$ cat config.mk
export PLATFORM = sky130hd
export DESIGN_NAME = imm_gen_pipe_flat
export DESIGN_NICKNAME = d
export VERILOG_FILES = /design/src/rtl/imm_gen_pipe_if.sv /design/src/rtl/imm_gen_pipe.sv /design/src/flat_wrapper.sv
export SDC_FILE = /design/constraint.sdc
export NUM_CORES = 1
export LEC_CHECK = 0
export ABC_CLOCK_PERIOD_IN_PS = 2500
export BUFFER_PORTS_ARGS = -buffer_cell sky130_fd_sc_hd__buf_2
export CAP_MARGIN = 0
export CORE_MARGIN = 2
export CORE_UTILIZATION = 49
export CTS_CLUSTER_SIZE = 16
export DETAILED_ROUTE_END_ITERATION = 10
export HOLD_SLACK_MARGIN = 0.06
export PLACE_DENSITY = 0.84
export SLEW_MARGIN = 20
export SYNTH_ARGS = -nofsm -noshare
export SYNTH_HDL_FRONTEND = slang
export SYNTH_SLANG_ARGS = --single-unit
$ cat constraint.sdc
create_clock -name clk -period 2.5 [get_ports clk]
set_clock_uncertainty 0.2 [all_clocks]
set_input_delay 0.5 -clock clk [delete_from_list [all_inputs] [get_ports clk]]
set_output_delay 0.5 -clock clk [all_outputs]
set_load 0.02 [all_outputs]
$ cat src/rtl/imm_gen_pipe_if.sv
// Handshake bundle between the instruction register and the immediate generator.
// The master side supplies instructions and consumes immediates. The slave side is the generator.
interface imm_gen_pipe_if #(
  parameter int XLEN = 32
);
  logic            in_valid;
  logic            in_ready;
  logic [31:0]     inst;
  logic [2:0]      mode;
  logic            out_valid;
  logic            out_ready;
  logic [XLEN-1:0] imm;
  logic [2:0]      fmt;
  logic            illegal;

  modport master (
    output in_valid, inst, mode, out_ready,
    input  in_ready, out_valid, imm, fmt, illegal
  );

  modport slave (
    input  in_valid, inst, mode, out_ready,
    output in_ready, out_valid, imm, fmt, illegal
  );
endinterface

$ cat src/rtl/imm_gen_pipe.sv
// Decode-stage immediate generator. It supports explicit or opcode-inferred (AUTO) formats.
// Results pass through a 2-entry skid FIFO so that decode can stall without dropping instructions.
module imm_gen_pipe #(
  parameter int XLEN = 32
) (
  input  logic           clk,
  input  logic           rst,
  imm_gen_pipe_if.slave  bus
);

  localparam logic [2:0] FMT_ZERO  = 3'd0;
  localparam logic [2:0] FMT_I     = 3'd1;
  localparam logic [2:0] FMT_SHAMT = 3'd2;
  localparam logic [2:0] FMT_U     = 3'd3;
  localparam logic [2:0] FMT_J     = 3'd4;
  localparam logic [2:0] FMT_B     = 3'd5;
  localparam logic [2:0] FMT_S     = 3'd6;
  localparam logic [2:0] MODE_AUTO = 3'd7;

  // One buffer entry is {imm, fmt, illegal}.
  localparam int EW = XLEN + 4;

  function automatic logic [XLEN-1:0] build_imm(input logic [31:0] inst, input logic [2:0] fmt);
    logic [XLEN-1:0] v;
    case (fmt)
      FMT_I:     v = XLEN'($signed(inst[31:20]));
      FMT_SHAMT: v = (XLEN == 64) ? XLEN'(inst[25:20]) : XLEN'(inst[24:20]);
      FMT_U:     v = XLEN'($signed({inst[31:12], 12'h000}));
      FMT_J:     v = XLEN'($signed({inst[31], inst[19:12], inst[20], inst[30:21], 1'b0}));
      FMT_B:     v = XLEN'($signed({inst[31], inst[7], inst[30:25], inst[11:8], 1'b0}));
      FMT_S:     v = XLEN'($signed({inst[31:25], inst[11:7]}));
      default:   v = '0;
    endcase
    return v;
  endfunction

  logic [1:0]    r_count;
  logic [EW-1:0] r_e0;
  logic [EW-1:0] r_e1;

  logic [2:0]      w_fmt;
  logic            w_ill;
  logic [XLEN-1:0] w_imm;
  logic [EW-1:0]   w_new;
  logic            w_in_ready;
  logic            w_out_valid;
  logic            w_push;
  logic            w_pop;

  // Resolve the format. In AUTO mode it comes from the opcode. Otherwise the mode passes through.
  always_comb begin
    w_fmt = FMT_ZERO;
    w_ill = 1'b0;
    if (bus.mode == MODE_AUTO) begin
      case (bus.inst[6:0])
        7'b0010011: begin
          if ((bus.inst[14:12] == 3'b001) || (bus.inst[14:12] == 3'b101)) begin
            w_fmt = FMT_SHAMT;
          end else begin
            w_fmt = FMT_I;
          end
        end
        7'b0000011, 7'b1100111, 7'b1110011: w_fmt = FMT_I;
        7'b0100011:                         w_fmt = FMT_S;
        7'b1100011:                         w_fmt = FMT_B;
        7'b0110111, 7'b0010111:             w_fmt = FMT_U;
        7'b1101111:                         w_fmt = FMT_J;
        default: begin
          w_fmt = FMT_ZERO;
          w_ill = 1'b1;
        end
      endcase
    end else begin
      w_fmt = bus.mode;
      w_ill = 1'b0;
    end
  end

  assign w_imm       = build_imm(bus.inst, w_fmt);
  assign w_new       = {w_imm, w_fmt, w_ill};
  assign w_in_ready  = (r_count != 2'd2);
  assign w_out_valid = (r_count != 2'd0);
  assign w_push      = bus.in_valid && w_in_ready;
  assign w_pop       = w_out_valid && bus.out_ready;

  // FIFO storage. Vacated slots are cleared so that the head reads as zero when the FIFO is empty.
  always_ff @(posedge clk) begin
    if (rst) begin
      r_count <= 2'd0;
      r_e0    <= '0;
      r_e1    <= '0;
    end else begin
      case ({w_push, w_pop})
        2'b10: begin
          if (r_count == 2'd0) begin
            r_e0 <= w_new;
          end else begin
            r_e1 <= w_new;
          end
          r_count <= r_count + 2'd1;
        end
        2'b01: begin
          r_e0    <= r_e1;
          r_e1    <= '0;
          r_count <= r_count - 2'd1;
        end
        2'b11: begin
          // Only reachable at count 1: the new entry replaces the departing head.
          r_e0 <= w_new;
        end
        default: begin
          r_count <= r_count;
        end
      endcase
    end
  end

  assign bus.in_ready  = w_in_ready;
  assign bus.out_valid = w_out_valid;
  assign bus.imm       = r_e0[EW-1:4];
  assign bus.fmt       = r_e0[3:1];
  assign bus.illegal   = r_e0[0];

endmodule

$ cat src/flat_wrapper.sv
// flat-port wrapper written by rule: the top's interface ports become plain ports
module imm_gen_pipe_flat 
#(
  parameter int XLEN = 32
)
  (clk, rst, bus_in_valid, bus_inst, bus_mode, bus_out_ready, bus_in_ready, bus_out_valid, bus_imm, bus_fmt, bus_illegal);
  imm_gen_pipe_if #(.XLEN(XLEN)) bus_i ();
  input  logic clk;
  input  logic rst;
  input wire logic [$bits(bus_i.in_valid)-1:0] bus_in_valid;
  input wire logic [$bits(bus_i.inst)-1:0] bus_inst;
  input wire logic [$bits(bus_i.mode)-1:0] bus_mode;
  input wire logic [$bits(bus_i.out_ready)-1:0] bus_out_ready;
  output wire logic [$bits(bus_i.in_ready)-1:0] bus_in_ready;
  output wire logic [$bits(bus_i.out_valid)-1:0] bus_out_valid;
  output wire logic [$bits(bus_i.imm)-1:0] bus_imm;
  output wire logic [$bits(bus_i.fmt)-1:0] bus_fmt;
  output wire logic [$bits(bus_i.illegal)-1:0] bus_illegal;
  assign bus_i.in_valid = bus_in_valid;
  assign bus_i.inst = bus_inst;
  assign bus_i.mode = bus_mode;
  assign bus_i.out_ready = bus_out_ready;
  assign bus_in_ready = bus_i.in_ready;
  assign bus_out_valid = bus_i.out_valid;
  assign bus_imm = bus_i.imm;
  assign bus_fmt = bus_i.fmt;
  assign bus_illegal = bus_i.illegal;
  imm_gen_pipe #(.XLEN(XLEN)) u_core (.clk(clk), .rst(rst), .bus(bus_i));
endmodule
After elaboration in Yosys (flattened, before gate mapping)
Index checks and enable logic that the tools add are counted.

Register bits: 74. Output and inout bits: 38. Word-level logic and storage cells: 52.

$add $sub $neg: 2. Equality and inequality tests: 24. Muxes and demuxes: 11. Reductions and logical operators: 12.

Operators with widths (count): 32-bit one-hot mux with 6 select lines (1); 36-bit one-hot mux with 3 select lines (1); 36-bit two-way mux (2); 36-bit one-hot mux with 2 select lines (1); 7-bit == test (second input constant) (4); 3-bit one-hot mux with 6 select lines (1); 3-bit == test (second input constant) (5); 7-bit by 5-bit == test with 1-bit output (second input constant) (2); 7-bit by 6-bit == test with 1-bit output (second input constant) (2); 9-bit OR reduction (1); 7-bit by 2-bit == test with 1-bit output (second input constant) (1); 3-bit by 1-bit == test with 1-bit output (second input constant) (2); 3-bit by 2-bit == test with 1-bit output (second input constant) (2); 2-bit == test (second input constant) (2); 2-bit inequality test (second input constant) (2); 2-bit one-hot mux with 2 select lines (1); 2-bit AND reduction (2); 2-bit nonzero test (2); 3-bit two-way mux (1); 3-bit nonzero test (1); 3-bit OR reduction (1); 2-bit by 1-bit adder with 2-bit output (second input constant) (1); 2-bit by 1-bit == test with 1-bit output (second input constant) (1); 1-bit logical AND (2); other kinds (7) (8).

Depth between registers and ports, before layout
Gate-level depths: netlist of the first run.

Depth after elaboration: 9. Depth in mapped cells: 11.

Least setup slack after synthesis of the first run
No wires, ideal clock.

Path kind: in2reg. Start point: input port bus_inst[6]. End point: register u_core.r_e1[16]. Setup time: 0.122 ns. Data arrival time: 2.221 ns. Setup slack: -0.042 ns. Stages: 10. Cell sequence: clkbuf_1 -> xor2_1 -> and2_1 -> o211ai_1 -> a211oi_1 -> a21o_1 -> buf_2 -> and2_1 -> buf_2 -> a221o_1.

Cells in the longest elaborated chain, start to end: 8. Elaborated cells between the ends (all ways): 22. Classes of those cells: 15 x eq/ne; 5 x mux; 2 x reduce/logical.

Ends and longest elaborated chain: from (decl) (line flat_wrapper.sv:11) `input wire logic [$bits(bus_i.inst)-1:0] bus_inst;`; 7-bit by 2-bit == test with 1-bit output, or another cell as far along (line imm_gen_pipe.sv:55) `case (bus.inst[6:0])`; 3-bit OR reduction / 2-bit OR reduction (equally long branches) (line imm_gen_pipe.sv:55); 3-bit one-hot mux with 6 select lines * (line imm_gen_pipe.sv:55); 3-bit two-way mux * (line imm_gen_pipe.sv:54) `if (bus.mode == MODE_AUTO) begin`; 3-bit == test, or another cell as far along (line imm_gen_pipe.sv:25) `case (fmt)`; 32-bit one-hot mux with 6 select lines * (line imm_gen_pipe.sv:25); 36-bit two-way mux * (line imm_gen_pipe.sv:95) `if (r_count == 2'd0) begin`; 36-bit one-hot mux with 2 select lines * (line imm_gen_pipe.sv:93) `case ({w_push, w_pop})`; to (signal assigned) (line imm_gen_pipe.sv:98) `r_e1 <= w_new;`; to (decl) (line imm_gen_pipe.sv:39) `logic [EW-1:0] r_e1;`.

Every way passes the cells marked *; elsewhere a longest branch is shown, timed or not. The select of a mux whose other input is x is not followed. A chain may end at the register's enable or synchronous reset.

Final worst setup path of the first run
Start point: input port bus_inst[3]. End point: register u_core.r_e0[22].

Cells in the longest elaborated chain, start to end: 8. Elaborated cells between the ends (all ways): 22. Classes of those cells: 15 x eq/ne; 5 x mux; 2 x reduce/logical.

Ends and longest elaborated chain: 7-bit by 2-bit == test with 1-bit output, or another cell as far along (line imm_gen_pipe.sv:55); 3-bit OR reduction / 2-bit OR reduction (equally long branches) (line imm_gen_pipe.sv:55); 3-bit one-hot mux with 6 select lines * (line imm_gen_pipe.sv:55); 3-bit two-way mux * (line imm_gen_pipe.sv:54); 3-bit == test, or another cell as far along (line imm_gen_pipe.sv:25); 32-bit one-hot mux with 6 select lines * (line imm_gen_pipe.sv:25); 36-bit two-way mux (line imm_gen_pipe.sv:95); 36-bit one-hot mux with 3 select lines * (line imm_gen_pipe.sv:93); to (signal assigned) (line imm_gen_pipe.sv:96) `r_e0 <= w_new;`; to (signal assigned) (line imm_gen_pipe.sv:103) `r_e0 <= r_e1;`; to (signal assigned) (line imm_gen_pipe.sv:109) `r_e0 <= w_new;`; to (decl) (line imm_gen_pipe.sv:38) `logic [EW-1:0] r_e0;`.

Marked as above.

==> results of run 1 <==
## layout make-up
| type | count | area (um^2) | share of cell area (%) |
|---|---|---|---|
| Multi-Input combinational cell | 299 | 1853 | 42.67 |
| Clock inverter | 7 | 100.1 | 2.305 |
| Tap cell | 96 | 120.1 | 2.766 |
| Timing Repair Buffer | 107 | 638.1 | 14.69 |
| Sequential cell | 74 | 1481 | 34.11 |
| Clock buffer | 9 | 123.9 | 2.852 |
| Inverter | 7 | 26.28 | 0.6050 |
## path summary, 6_finish.rpt
path / depth (start not counted) / from / end / slack (ps)
worst max-delay path: 9 / bus_inst[3] / u_core.r_e0[22] / 120
worst min-delay path: 2 / bus_inst[18] / u_core.r_e1[22] / 190
worst max register to register: 9 / u_core.r_count[0] / u_core.r_e1[17] / 200
worst min register to register: 2 / u_core.r_e1[24] / u_core.r_e1[24] / 250
## per-layer routing
metal	share of wire, %	vias to the layer above	GRT usage [%]
met5	0	-	0
met4	2.1	0	11.29
met3	6.9	22	6.503
met2	50	148	42.58
met1	41	1709	29.18
li1	-	1706	-
## synth_stat cells (all sizes together) (3+ instances only)
cell type and number:
a211oi 11, a21oi 45, a221o 8, a221oi 6
a22o 4, a22oi 10, a311oi 4, and2 4
and3 13, buf 9, clkbuf 26, dfxtp 74
inv 7, mux2i 5, nand2 37, nand2b 3
nand3 11, nand3b 15, nor2 22, nor3 14
o211ai 3, o21ai 38, o22ai 12, o2bb2ai 4
or2 4
## report_power, final
part / switching (mW) / internal, mW / total, mW
Combinational: 1.25 / 0.704 / 1.96
Sequential: 0.149 / 1.45 / 1.60
Clock: 0.481 / 0.571 / 1.05
Total: 1.88 / 2.72 / 4.60
## sequential cells by signal, indices dropped and copies added, names as in the netlist
signal and cells:
u_core.r_e0 36, u_core.r_e1 36, u_core.r_count 2
## cell families after synthesis
family	share of synthesized area, %
flip-flops	42.64
AO/OA/AOI/OAI	29.71
XOR/XNOR	1.225
AND/OR/NAND/NOR	19.45
buffers and inverters	4.825
adder cells (fa/ha/maj)	0.7201
multiplexers	1.440
## worst max-delay path: stages
cell and delay, ps:
sky130_fd_sc_hd__buf_2 100, sky130_fd_sc_hd__nand3b_1 190, sky130_fd_sc_hd__a211o_1 270, sky130_fd_sc_hd__o211a_1 250, sky130_fd_sc_hd__o221ai_1 260, sky130_fd_sc_hd__buf_4 170, sky130_fd_sc_hd__a21boi_1 70, sky130_fd_sc_hd__nor2_1 420
sky130_fd_sc_hd__a211oi_1 160
## what timing repair did
item	CTS	global route
pin swaps	0	0
gates resized for setup	1	4
hold buffers	0	0
endpoints found under the setup margin	16	20
==> key figures, run 1 <==
Status
  – Status: finished, final reports clean

Logic synthesis
  – Synth top area cells: sky130_fd_sc_hd__dfxtp_1 (43%), sky130_fd_sc_hd__a21oi_1 (6.3%), sky130_fd_sc_hd__o21ai_0 (5.3%), sky130_fd_sc_hd__nand2_1 (4.0%), sky130_fd_sc_hd__nand3b_1 (3.2%)
  – Fraction of registers with async set/reset: 0%
  – Cell accounting for the most synthesized area: sky130_fd_sc_hd__dfxtp_1
  – Synthesized net count: 456
  – Main flop type after synthesis: sky130_fd_sc_hd__dfxtp_1
  – Fraction of synthesized cell area taken by the top area cell type: 42.64%
  – Warning count from the yosys run: 0
  – Synth unique cells: 52
  – Seq/Total Area, Yosys: 42.64%
  – Gate Count Post-Synth: 415
  – Post-synth EDFFs: 0
  – Mean area per synthesized cell: 8.372 um^2
  – Summed instance area of the synthesized netlist: 3475 um^2
  – Synthesis-stage register bit count: 74

CTS
  – Clock latency on the worst-skew pair: 350 ps
  – Total number of H-tree levels: 3
  – Largest buffer count on any clock path: 2
  – TritonCTS clock tree: yes
  – Number of clock sinks seen by CTS: 74
  – Buffer count from post-CTS setup fixing: 0
  – Clock edge transition at the registers on the reported setup and hold paths: 80 ps
  – Clock Root Buffer: sky130_fd_sc_hd__clkbuf_8
  – CTS Buf Count: 9

Die
  – Top Ports: 77
  – Site row count: 30
  – Horizontal die dimension: 88.21 um
  – Initial Utilization: 50.86%
  – Die area: 7780 um^2
  – Die outline height: 88.21 um
  – Core area: 6832 um^2

Layout
  – Non-filler instance count after layout: 599
  – Final cell utilization of the core: 63.57%
  – Final design instance area without fill: 4343 um^2
  – Fill cell total of the finished layout: 612
  – Antenna diode count: 0
  – # nets final: 539
  – Ratio of cells with drive above 1 in the final layout: 27.44%
  – Commonest cells after routing, fill and taps aside: sky130_fd_sc_hd__buf_2 (76), sky130_fd_sc_hd__dfxtp_1 (74), sky130_fd_sc_hd__a21oi_1 (42), sky130_fd_sc_hd__o21ai_0 (37), sky130_fd_sc_hd__nand2_1 (36)
  – Commonest non-fill, non-tap cell in the layout: sky130_fd_sc_hd__buf_2
  – Area growth from synthesis to layout: 24.99%

STA
  – Worst setup slack after layout: 120.9 ps
  – Hold slack final: 194.9 ps
  – Number of pins exceeding their max-slew limit in the final report: 0
  – Post-Route Setup TNS: 0 ps
  – Final hold viol count: 0
  – Maximum clock frequency: 420.3 MHz
  – Time the worst path needs with I/O delays and setup: 2379 ps
  – Worst slew margin: 65.16%
  – Measured slew at the worst slew-check pin: 520.7 ps
  – Final period util: 95.16%
  – Final setup violation count: 0

Setup path
  – Worst setup path class: in2reg
  – Worst path required time: 2500 ps
  – Worst EP arrival: 2380 ps
  – Critical path endpoint category: flop
  – Critical Path Start Type: input port
  – CP Max Fanout: 8

Route
  – Wire length reported by the detailed router: 9.643 mm
  – Number of DRC markers in iteration 0: 305
  – Antenna viol nets, final: 0
  – Final routed DRC violation total: 0
  – Avg WL per Cell: 16.10 um
  – Mean number of vias per cell: 5.985
  – Overall via count from detail_route: 3,585
  – Number of iterations in the first detailed-routing pass: 7

Power and ir drop
  – Total power consumption of the routed design: 4.604 mW
  – Standby leakage power: 1.833 nW
  – Max rail drop VDD: 754.1 uV
  – Power density over cell area: 1060 nW/um^2

Global routing
  – Initial antenna violation count: 0
  – GR Overflow Total: 0
  – Vias in the first global route: 3,453
  – Wire length of the first global-routing pass: 15.24 mm
  – Maximum number of pins on one net before global-route repair: 51
  – Gr usage total: 24.90%

Placement
  – Port bufs: 76
  – Placed wire-length estimate after detailed placement: 6.727 mm
  – Placed Cells incl. Taps: 583
  – DP Worst Slack: -222.4 ps
  – Routability Congestion: 0.8368
  – Placed Area: 4106 um^2

Worst hold path
  – Class of the tightest hold or removal check: in2reg

Job
  – Max_cap viols: 0
Note: power is estimated with default switching activity, not from simulation.
==> inputs of run 2 (changes only) <==
==> constraint.sdc (replaced) <==
create_clock -name clk -period 2.5 [get_ports clk]
set_clock_uncertainty 0.2 [all_clocks]
set_input_delay 0.25 -clock clk [delete_from_list [all_inputs] [get_ports clk]]
set_output_delay 0.25 -clock clk [all_outputs]
set_load 0.02 [all_outputs]
==> run 2 against run 1 <==
  * Clock power is 18% lower
  * Sequential power hardly changed
  * Cell count is 1.0% higher
  * Combinational power is 2% higher
  * Clock-buffer cell count is 2 higher
  * Total power is 3.1% lower
  * Critical path depth is 1 higher
  * Fmax is 5.3% higher
  * Final area is 1.3% higher
  * Via count is 1.2% higher
  * First-iteration DRC count is 19% lower
  * Sequential share of layout area is 0.44 points lower
==> key figures, run 2 (synthesis gave the netlist of run 1 again) <==
Setup path
  – Worst EP arrival: 2330 ps
  – Crit-path slowest cell: sky130_fd_sc_hd__dfxtp_1
  – Critical Path Start Type: flop
  – Worst setup path class: reg2reg
  – Critical path endpoint category: flop
  – Worst path required time: 2570 ps
  – Series of cell instances along the critical path: nor2_2 > inv_1 > nand2_1 > inv_1 > ha_1 > nor2_1 > a21o_1 > buf_4 > or4_1 > a21oi_1
  – Largest stage delay on the critical path: 410 ps
  – Critical path's most frequent cell: sky130_fd_sc_hd__inv_1
  – CP Max Fanout: 16

STA
  – Final period util: 90.33%
  – Measured slew at the worst slew-check pin: 572.1 ps
  – Time the worst path needs with I/O delays and setup: 2258 ps
  – Final setup violation count: 0
  – Post-Route Setup TNS: 0 ps
  – Hold slack final: 109.4 ps
  – Worst slew margin: 61.72%
  – Maximum clock frequency: 442.8 MHz
  – Number of pins exceeding their max-slew limit in the final report: 0
  – Final hold viol count: 0
  – RSZ-0062 raised after global routing: false

Placement
  – Port bufs: 76
  – Routability Congestion: 0.8860
  – Placed wire-length estimate after detailed placement: 6.443 mm

Layout
  – # nets final: 547
  – Commonest non-fill, non-tap cell in the layout: sky130_fd_sc_hd__buf_2
  – Top Registers: u_core.r_e0 x36, u_core.r_e1 x36, u_core.r_count x2
  – Final cell utilization of the core: 64.40%
  – Ratio of cells with drive above 1 in the final layout: 23.97%
  – Antenna diode count: 0
  – Commonest cells after routing, fill and taps aside: sky130_fd_sc_hd__buf_2 (76), sky130_fd_sc_hd__dfxtp_1 (74), sky130_fd_sc_hd__a21oi_1 (42), sky130_fd_sc_hd__o21ai_0 (37), sky130_fd_sc_hd__nand2_1 (36)
  – Area growth from synthesis to layout: 26.61%

Route
  – Wire length reported by the detailed router: 9.992 mm
  – Number of iterations in the first detailed-routing pass: 5
  – Antenna viol nets, final: 0
  – Number of DRC markers in iteration 0: 246
  – Final routed DRC violation total: 0
  – Mean number of vias per cell: 5.995
  – Avg WL per Cell: 16.52 um
  – Overall via count from detail_route: 3,627

Power and ir drop
  – Max rail drop VDD: 634.4 uV
  – Net switching power of the design: 1.833 mW
  – Sequential share of power: 35.9%
  – Standby leakage power: 1.832 nW
  – Clock power frac: 19.3%
  – Combinational share of power: 44.8%
  – Power density over cell area: 1014 nW/um^2
  – Switching portion of total power: 41.09%
  – Cell-internal power: 2.628 mW

Global routing
  – Wire length of the first global-routing pass: 15.77 mm
  – Gr usage total: 25.76%
  – Initial antenna violation count: 0
  – Maximum number of pins on one net before global-route repair: 51
  – GR Overflow Total: 0
  – Vias in the first global route: 3,338

Die
  – Site row count: 30
  – Horizontal die dimension: 88.21 um
  – Die area: 7780 um^2
  – Die outline height: 88.21 um
  – Initial Utilization: 50.86%
  – Core area: 6832 um^2
  – Top Ports: 77

CTS
  – CTS Buf Count: 9
  – Clock Root Buffer: sky130_fd_sc_hd__clkbuf_8
  – TritonCTS clock tree: yes
  – Largest buffer count on any clock path: 2
  – Total number of H-tree levels: 3
  – Number of clock sinks seen by CTS: 74
  – Clock edge transition at the registers on the reported setup and hold paths: 70 ps
  – Clock latency on the worst-skew pair: 350 ps

Job
  – Max_cap viols: 0

Worst hold path
  – Class of the tightest hold or removal check: in2reg

Status
  – Status: finished, final reports clean
==> run 2: cell count changes in the layout (fill, tap and decap cells not counted), sizes merged <==
| cell | delta |
|---|---|
| dlygate4sd3 | +19 |
| buf | -11 |
| clkbuf | +2 |
| clkinv | -2 |
| inv | -2 |
| bufinv | -1 |
| clkinvlp | +1 |
==> run 2: metal layers <==
| layer | vias to the layer above | part of all wire (%) | GRT usage [%] | wire [um] |
|---|---|---|---|---|
| li1 | 1713 | - | - | - |
| met4 | 0 | 1.7 | 7.300 | 167 |
| met1 | 1726 | 42 | 31.61 | 4193 |
| met5 | - | 0 | 0 | 0 |
| met2 | 168 | 49 | 44.36 | 4939 |
| met3 | 20 | 6.9 | 6.975 | 691 |
==> run 2: power groups by stage <==
stage,logic (mW),registers (mW),clock network [mW]
after floorplan,1.07,1.79,0
after global placement,1.87,1.61,0
after detailed placement,1.92,1.62,0
after CTS,1.95,1.60,0.866
after global routing,2.19,1.63,0.913
final,2.00,1.60,0.859
==> run 2: worst paths after layout <==
check / start / end / slack, ps / cells past startpoint
setup / recovery: u_core.r_count[0] / u_core.r_e1[4] / 240 / 10
setup reg to reg: u_core.r_count[0] / u_core.r_e1[4] / 240 / 10
hold reg to reg: u_core.r_e1[27] / u_core.r_e1[27] / 250 / 2
hold / removal: bus_inst[12] / u_core.r_e0[16] / 110 / 3
==> run 2: layout make-up <==
type	count	area (um^2)
Timing Repair Buffer	115	745.7
Inverter	7	26.28
Clock inverter	3	42.54
Tap cell	96	120.1
Sequential cell	74	1481
Multi-Input combinational cell	299	1852
Clock buffer	11	131.4
Fill cell	582	2432
==> run 2: worst max-delay path, delay by kind of cell (launching register included) <==
family	cells	cell delay [ps]
simple gates	4	650
flops	1	410
buf+inv	3	360
compound gates	2	330
fa+ha+maj	1	250
==> run 2: repair_timing <==
action                                 4_1_cts  5_1_grt
hold buffers                                19        0
gates resized for setup                      0        4
setup endpoints to repair                    0       25
buffers inserted                             0        2
endpoints found under the hold margin       30        0
==> run 2: stage by stage <==
step                      setup WS, ps  area, um^2  total power, mW  std cells
final                            241.7        4399            4.461        605
after global routing             26.36        4399            4.731        605
after CTS                        127.6        4373            4.417        603
after detailed placement         9.837        4009            3.539        570
after global placement           111.6        4009            3.481        570
after floorplan                  92.64        3486            2.853        415
==> inputs of run 3 (changes only) <==
Settings changed: CORE_MARGIN 2 to 3, CORE_UTILIZATION 49 to 32, PLACE_DENSITY 0.84 to 0.62.
==> run 3 against run 2 <==
  * Die area rose by 56%
  * Clock-buffer cell count is 2 lower
  * Clock power grew 2%
  * Final area grew 1.6%
==> key figures, run 3 (synthesis gave the netlist of run 1 again) <==
Setup path
  – Worst path required time: 2590 ps
  – Buffering stage count on the worst path with inverters included: 3
  – Worst setup path class: reg2reg
  – Series of cell instances along the critical path: nor2_2 > inv_1 > nand2_1 > inv_1 > ha_1 > nor2_1 > a21o_1 > buf_4 > or4_1 > a21oi_1
  – Critical path's top delay family: simple AND/OR/NAND/NOR gates
  – Critical path's most frequent cell: sky130_fd_sc_hd__inv_1
  – Critical register-to-register path startpoint: u_core.r_count[0]
  – Worst EP arrival: 2360 ps
  – Crit-path slowest cell: sky130_fd_sc_hd__or4_1
  – CP Max Fanout: 16
  – Critical Path Start Type: flop
  – Beginning of the critical path: u_core.r_count[0]
  – Critical path endpoint category: flop
  – Largest stage delay on the critical path: 420 ps

Route
  – Number of iterations in the first detailed-routing pass: 4
  – Mean number of vias per cell: 5.512
  – Overall via count from detail_route: 3,566
  – Wire length reported by the detailed router: 10.42 mm
  – Avg WL per Cell: 16.11 um
  – Antenna viol nets, final: 0
  – Number of DRC markers in iteration 0: 242
  – Final routed DRC violation total: 0

STA
  – RSZ-0062 raised after global routing: false
  – Maximum clock frequency: 438.8 MHz
  – Worst slew margin: 63.85%
  – Final hold viol count: 0
  – Final setup violation count: 0
  – Measured slew at the worst slew-check pin: 540.3 ps
  – Number of pins exceeding their max-slew limit in the final report: 0
  – Post-Route Setup TNS: 0 ps
  – Time the worst path needs with I/O delays and setup: 2279 ps
  – Final period util: 91.16%

Placement
  – Port bufs: 76
  – Placed Area: 4086 um^2
  – Routability Congestion: 0.8063
  – Placed Cells incl. Taps: 612
  – Placed wire-length estimate after detailed placement: 7.045 mm

Global routing
  – Wire length of the first global-routing pass: 16.92 mm
  – GR Overflow Total: 0
  – Gr usage total: 17.65%
  – Vias in the first global route: 3,449
  – Initial antenna violation count: 0
  – Maximum number of pins on one net before global-route repair: 39

Job
  – Max_cap viols: 0

Layout
  – Final design instance area without fill: 4472 um^2
  – Ratio of cells with drive above 1 in the final layout: 24.66%
  – Area growth from synthesis to layout: 28.70%
  – Footprint of the multi-input gates: 1852 um^2
  – FF/Latch Area: 1481 um^2
  – Commonest non-fill, non-tap cell in the layout: sky130_fd_sc_hd__buf_2
  – Commonest cells after routing, fill and taps aside: sky130_fd_sc_hd__buf_2 (76), sky130_fd_sc_hd__dfxtp_1 (74), sky130_fd_sc_hd__a21oi_1 (42), sky130_fd_sc_hd__o21ai_0 (37), sky130_fd_sc_hd__nand2_1 (36)
  – Antenna diode count: 0
  – Non-filler instance count after layout: 647
  – Top Registers: u_core.r_e0 x36, u_core.r_e1 x36, u_core.r_count x2
  – # nets final: 547
  – Fill cell total of the finished layout: 1,081

CTS
  – Clock latency on the worst-skew pair: 350 ps
  – Clock edge transition at the registers on the reported setup and hold paths: 80 ps
  – Buffer count from post-CTS setup fixing: 0
  – CTS Buf Count: 9
  – Clock Root Buffer: sky130_fd_sc_hd__clkbuf_8
  – Total number of H-tree levels: 3
  – Largest buffer count on any clock path: 2
  – Number of clock sinks seen by CTS: 74
  – TritonCTS clock tree: yes

Die
  – Initial Utilization: 33.21%
  – Die area: 12,140 um^2
  – Top Ports: 77
  – Die outline height: 110.2 um
  – Horizontal die dimension: 110.2 um
  – Core area: 10,460 um^2
  – Site row count: 37

Worst hold path
  – Class of the tightest hold or removal check: in2reg
  – Startpoint of the most critical hold path: bus_inst[31]

Power and ir drop
  – Total power consumption of the routed design: 4.471 mW
  – Max rail drop VDD: 486.0 uV
  – Standby leakage power: 1.836 nW
  – Power density over cell area: 999.9 nW/um^2

Status
  – Status: finished, final reports clean
run 3: routing by layer:
layer	share of wire (%)	vias to the layer above	global-route usage [%]
met5	0	-	0
met4	1.5	0	5.013
met3	6.4	15	4.426
met2	46	131	28.86
met1	46	1699	23.10
li1	-	1721	-
run 3: final timing paths:
path                     end  slack (ps)  cells after the start
max           u_core.r_e1[4]         220                     10
min          u_core.r_e1[35]         100                      5
max reg2reg   u_core.r_e1[4]         220                     10
min reg2reg  u_core.r_e1[29]         250                      2
run 3: worst register-to-register path, delay by kind of cell (launching register included):
family                   cells  cell delay (ps)
AND/OR/NAND/NOR              4              670
AO/OA/AOI/OAI                2              330
flip-flops                   1              410
adder cells (fa/ha/maj)      1              250
buffers and inverters        3              370
run 3: final cells by class:
cell class | instances | share of cell area, %
sequential | 74 | 33.13
inverter | 7 | 0.5876
tap | 136 | 3.805
multi-input combinational | 299 | 41.41
clock buffer | 9 | 2.770
clock inverter | 7 | 1.343
timing repair buffer | 115 | 16.96
run 3: per-stage QoR:
stage               hold WS (ps)  utilization (%)  setup WS, ps
finish                     96.60            42.74         221.0
global route               110.9            42.74         79.26
CTS                        73.12            42.63         77.67
detailed placement         235.9            39.06         32.89
global placement           225.8            39.06         79.74
floorplan                  188.7                -         92.64
run 3: power breakdown:
| group | switching, mW | total, mW | internal (mW) |
|---|---|---|---|
| clock network | 0.501 | 0.876 | 0.375 |
| registers | 0.146 | 1.59 | 1.45 |
| logic | 1.27 | 2.00 | 0.735 |
run 3: repair_timing:
action | in CTS | in global routing
setup endpoints to repair | 0 | 20
hold buffers | 19 | 0
resized for setup | 0 | 4
endpoints found under the hold margin | 26 | 0
